[config.mk]
export PLATFORM = sky130hd
export DESIGN_NAME = maq_venda_param
export DESIGN_NICKNAME = d
export VERILOG_FILES = /design/src/rtl/maq_venda_param.sv
export SDC_FILE = /design/constraint.sdc
export NUM_CORES = 1
export LEC_CHECK = 0
export ABC_AREA = 0
export CORE_ASPECT_RATIO = 0.6
export CORE_MARGIN = 2
export CORE_UTILIZATION = 61
export DETAILED_ROUTE_END_ITERATION = 12
export GPL_TIMING_DRIVEN = 0
export PLACE_DENSITY = 0.95
export SYNTH_ARGS = -nofsm -noshare
export SYNTH_HDL_FRONTEND = slang
export SYNTH_SLANG_ARGS = --single-unit
[constraint.sdc]
create_clock -name clk -period 9.4 [get_ports clk]
set_clock_uncertainty 0.2 [all_clocks]
set_input_delay 1.41 -clock clk [delete_from_list [all_inputs] [get_ports clk]]
set_output_delay 1.41 -clock clk [all_outputs]
set_load 0.02 [all_outputs]
[src/rtl/maq_venda_param.sv]
// Parameterised vending machine: coin credit, product selection, one-cycle
// dispense and greedy coin-by-coin change refund.
module maq_venda_param #(
  parameter int N_PROD     = 4,
  parameter int PRICE_BASE = 20,
  parameter int PRICE_STEP = 5,
  parameter int MAX_CREDIT = 100,
  parameter int CRED_W     = 8,
  localparam int SEL_W     = (N_PROD > 2) ? $clog2(N_PROD) : 1
) (
  input  logic              clk,
  input  logic              rst,
  input  logic [1:0]        coin,
  input  logic [SEL_W-1:0]  sel,
  input  logic              sel_valid,
  input  logic              cancel,
  output logic [CRED_W-1:0] credit,
  output logic              dispense,
  output logic [SEL_W-1:0]  disp_id,
  output logic              change_valid,
  output logic [1:0]        change_coin,
  output logic              coin_reject,
  output logic              deny
);

  typedef enum logic [1:0] {IDLE, CREDIT, DISPENSE, CHANGE} state_t;

  state_t            state, state_n;
  logic [CRED_W-1:0] credit_n;
  logic [SEL_W-1:0]  sel_q, sel_n;
  logic [1:0]        coin_prev;
  logic              rej_n, deny_n;
  logic              coin_evt, sel_ok, busy;
  logic [31:0]       coin_val, price, cred32, chg_val;
  logic [1:0]        chg_code;

  assign coin_evt = (coin_prev == 2'b00) && (coin != 2'b00);
  assign cred32   = 32'(credit);
  assign price    = 32'(PRICE_BASE) + 32'(sel) * 32'(PRICE_STEP);
  assign sel_ok   = (32'(sel) < 32'(N_PROD)) && (cred32 >= price);

  always_comb begin
    case (coin)
      2'b01:   coin_val = 32'd5;
      2'b10:   coin_val = 32'd10;
      2'b11:   coin_val = 32'd25;
      default: coin_val = 32'd0;
    endcase
  end

  always_comb begin
    if (cred32 >= 32'd25) begin
      chg_val  = 32'd25;
      chg_code = 2'b11;
    end else if (cred32 >= 32'd10) begin
      chg_val  = 32'd10;
      chg_code = 2'b10;
    end else begin
      chg_val  = 32'd5;
      chg_code = 2'b01;
    end
  end

  // A request (cancel or sel_valid) owns the cycle; a coin arriving with it is returned.
  assign busy = cancel || sel_valid;

  always_comb begin
    state_n  = state;
    credit_n = credit;
    sel_n    = sel_q;
    rej_n    = 1'b0;
    deny_n   = 1'b0;
    case (state)
      IDLE, CREDIT: begin
        if (cancel) begin
          if (state == CREDIT) state_n = CHANGE;
        end else if (sel_valid) begin
          if (sel_ok) begin
            credit_n = CRED_W'(cred32 - price);
            sel_n    = sel;
            state_n  = DISPENSE;
          end else begin
            deny_n = 1'b1;
          end
        end
        if (coin_evt) begin
          if (busy || (cred32 + coin_val > 32'(MAX_CREDIT))) begin
            rej_n = 1'b1;
          end else begin
            credit_n = CRED_W'(cred32 + coin_val);
            state_n  = CREDIT;
          end
        end
      end
      DISPENSE: begin
        rej_n   = coin_evt;
        state_n = (credit == '0) ? IDLE : CHANGE;
      end
      CHANGE: begin
        rej_n = coin_evt;
        if (credit == '0) begin
          state_n = IDLE;
        end else begin
          credit_n = CRED_W'(cred32 - chg_val);
          if (cred32 == chg_val) state_n = IDLE;
        end
      end
      default: state_n = IDLE;
    endcase
  end

  always_ff @(posedge clk) begin
    if (rst) begin
      state       <= IDLE;
      credit      <= '0;
      sel_q       <= '0;
      coin_prev   <= '0;
      coin_reject <= 1'b0;
      deny        <= 1'b0;
    end else begin
      state       <= state_n;
      credit      <= credit_n;
      sel_q       <= sel_n;
      coin_prev   <= coin;
      coin_reject <= rej_n;
      deny        <= deny_n;
    end
  end

  always_comb begin
    dispense     = (state == DISPENSE);
    disp_id      = (state == DISPENSE) ? sel_q : '0;
    change_valid = (state == CHANGE) && (credit != '0);
    change_coin  = change_valid ? chg_code : 2'b00;
  end

endmodule

==> results.tsv <==
metric	value	unit
vias	2143	
synth.distinct_cells	57	
start_kind	primary input	
cts_tree	yes	
grt_pass1_vias	1902	
crit_slowest_cell	clkdlybuf4s50_1	
seq_area	320.3	um^2
ys_seq_elements	16	
rows	15	
syn_nets	278	
ant_nets	0	
vias_per_cell	6.760	
crit_chain	clkdlybuf4s50_1 > ha_1 > inv_1 > fa_1 > nor2b_1 > o22ai_2 > xnor2_1 > or3_4 > a21oi_4 > mux2_2 > a21oi_1	
netlist_area	1918	um^2
synth_cells	249	
rsz0062_at_grt	false	
finalInstanceArea	2246	um^2
maxCapViolCount	0	
layout_min_cycle_time	4.542	ns
gp_congestion	0.9833	
cts_made_buffers	3	
clkPwrFrac	0.126	
drc	0	
worstMarginPinSlew	0.6585	ns
synth_async_sr_flop_share	0	
cp_num_buf_inv	2	
hp-class	reg2reg	
top_level_ports	24	
cts_num_sinks	16	
fillCellCount	222	
outcome	finished clean	
holdBufCountCts	0	
hpwl	4.219	mm
critPathMaxStageDelay	0.62	ns
clk_pin_slew	0.07	ns
grt_max_degree	12	
critPathMaxFanout	9	
cts_resized	0	
grt-ovfl-total	0	
grt_usage	0.3378	
critPathTopFamily	buffers and inverters	
synth_edf_count	0	
drt_wl_total	5.920	mm
portBuffers	22	
syn_area_per_cell	7.703	um^2
yosysSeqAreaShare	0.1670	
ir_worst_vdd	0.0001424	V
fin_crit_sh	0.4832	
die_x	76.39	um
die_height	47.44	um
dr.pass1.iters	6	
p_leak	0.9178	nW
end_kind	flop	
power.density	223.1	nW/um^2
relSlewSlack	0.5555	
core_area	2928	um^2
sw_frac_of_total	0.4905	
setup-violations-final	0	
finalPower	0.5012	mW
drive_gt1_frac	0.08727	
wl_per_cell	18.68	um
path_class	in2reg	
p_int	0.2554	mW
finalHoldViolCount	0	
cp.required	9.39	ns
fin_nets	305	
multi_input_area	1488	um^2
antenna_cells	0	
clock_latency	0.26	ns
p_sw	0.2458	mW
placedInstanceArea	2191	um^2
setup_tns	0	ns
cts_buffer_depth	2	
htreeDepth	1	
syn2layout_area_growth	17.09	%
drv_slew	0	
grt_pass1_wl	9.363	mm
ys_warn_count	0	
drt-initial-drc-count	358	
p_seq_frac	0.206	
clock.fmax	220.2	MHz
antenna_found_initial	0	
root_buffer	clkbuf_8	
synth-main-ff-cell	dfxtp_1	
pwr-share-comb	0.668	
post-cts-setup-buffers	0	
initial_utilization	0.6551	
arrival	4.53	ns
die-area	3624	um^2
power groups by stage:
stage | Clock (mW) | Sequential (mW) | Combinational, mW
final | 0.0631 | 0.103 | 0.335
after global routing | 0.0662 | 0.105 | 0.360
after CTS | 0.0633 | 0.102 | 0.323
after detailed placement | 0 | 0.104 | 0.318
after global placement | 0 | 0.103 | 0.304
after floorplan | 0 | 0.107 | 0.227
state kept, by name (all words and copies together) (netlist names):
name         count
sel_q            2
coin_reject      1
deny             1
coin_prev        2
credit           8
state            2
final timing paths:
path,depth (start not counted),start,slack (ns),to
setup / recovery,11,coin[0],4.86,credit[2]
hold / removal,2,sel_q[1],0.28,sel_q[1]
setup reg to reg,13,credit[1],5.62,credit[7]
hold reg to reg,2,sel_q[1],0.28,sel_q[1]
tightest hold or removal path, cell delays in order, from the launching register on:
cell and delay (ns):
dfxtp_1 0.31, o21ai_0 0.07, a21oi_1 0.06
layout by cell type (no fill, tap or decap), types with 3 or more instances in the layout:
| cell type | count |
|---|---|
| nand2b_1 | 6 |
| nor3_1 | 8 |
| nand3_1 | 9 |
| a21oi_1 | 20 |
| fa_1 | 3 |
| o211ai_1 | 3 |
| ha_1 | 18 |
| clkdlybuf4s50_1 | 22 |
| inv_1 | 19 |
| nor2b_1 | 8 |
| a211oi_1 | 7 |
| o21ai_0 | 13 |
| o311ai_0 | 3 |
| mux2i_1 | 6 |
| clkbuf_8 | 4 |
| a21o_1 | 3 |
| xnor2_1 | 3 |
| nor2_1 | 26 |
| o31ai_1 | 5 |
| nand2_1 | 12 |
| clkbuf_1 | 6 |
| or2_2 | 3 |
| o21a_1 | 3 |
| xor2_1 | 6 |
| dfxtp_1 | 16 |
cell usage after synthesis (all sizes together), types with 2 or more instances:
master	number	area [um^2]
nor2	26	97.59
a21oi	22	125.1
inv	19	71.32
ha	18	225.2
dfxtp	16	320.3
o21ai	15	75.07
nand2	12	45.04
nand3	9	45.04
nor2b	8	50.05
nor3	8	40.04
a211oi	7	52.55
o31ai	7	71.32
clkbuf	6	22.52
mux2i	6	60.06
nand2b	6	37.54
xor2	6	52.55
or2	5	31.29
o211ai	4	35.03
or3	4	35.03
a21o	3	22.52
fa	3	60.06
o21a	3	22.52
o311ai	3	26.28
xnor2	3	26.28
a31o	2	17.52
and3	2	12.51
and4	2	17.52
buf	2	16.26
mux2	2	22.52
nor3b	2	15.01
nor4	2	18.77
o22ai	2	18.77
or4	2	15.01
stage by stage:
step                hold WS, ns  setup slack, ns    util  instances
finish                   0.2845            4.858  0.7671        317
global route             0.3216            4.793  0.7671        317
CTS                      0.2833            4.922  0.7671        317
detailed placement       0.2744            4.742  0.7483        313
global placement         0.2626            4.749  0.7483        313
floorplan                0.2491            5.611       -        249
cells by family after synthesis:
family	after synthesis	synth area share
mux	8	0.04305
xor+xnor	9	0.04110
buf+inv	27	0.05740
simple gates	90	0.2472
fa+ha+maj	21	0.1487
compound gates	78	0.2955
flops	16	0.1670
metal layers:
metal | GRT usage | share of wire
met1 | 0.4763 | 0.42
met3 | 0.06981 | 0.14
met4 | 0.1309 | 0.036
met2 | 0.5257 | 0.41
met5 | 0 | 0
area by class of cell:
class                           count  share of cell area
Timing Repair Buffer               22             0.09805
Clock buffer                        4             0.02451
Buffer                              8             0.01727
Tap cell                           42             0.02340
Sequential cell                    16              0.1426
Inverter                           19             0.03175
Multi-Input combinational cell    206              0.6624
No activity file was read; power rests on OpenSTA's default activity.
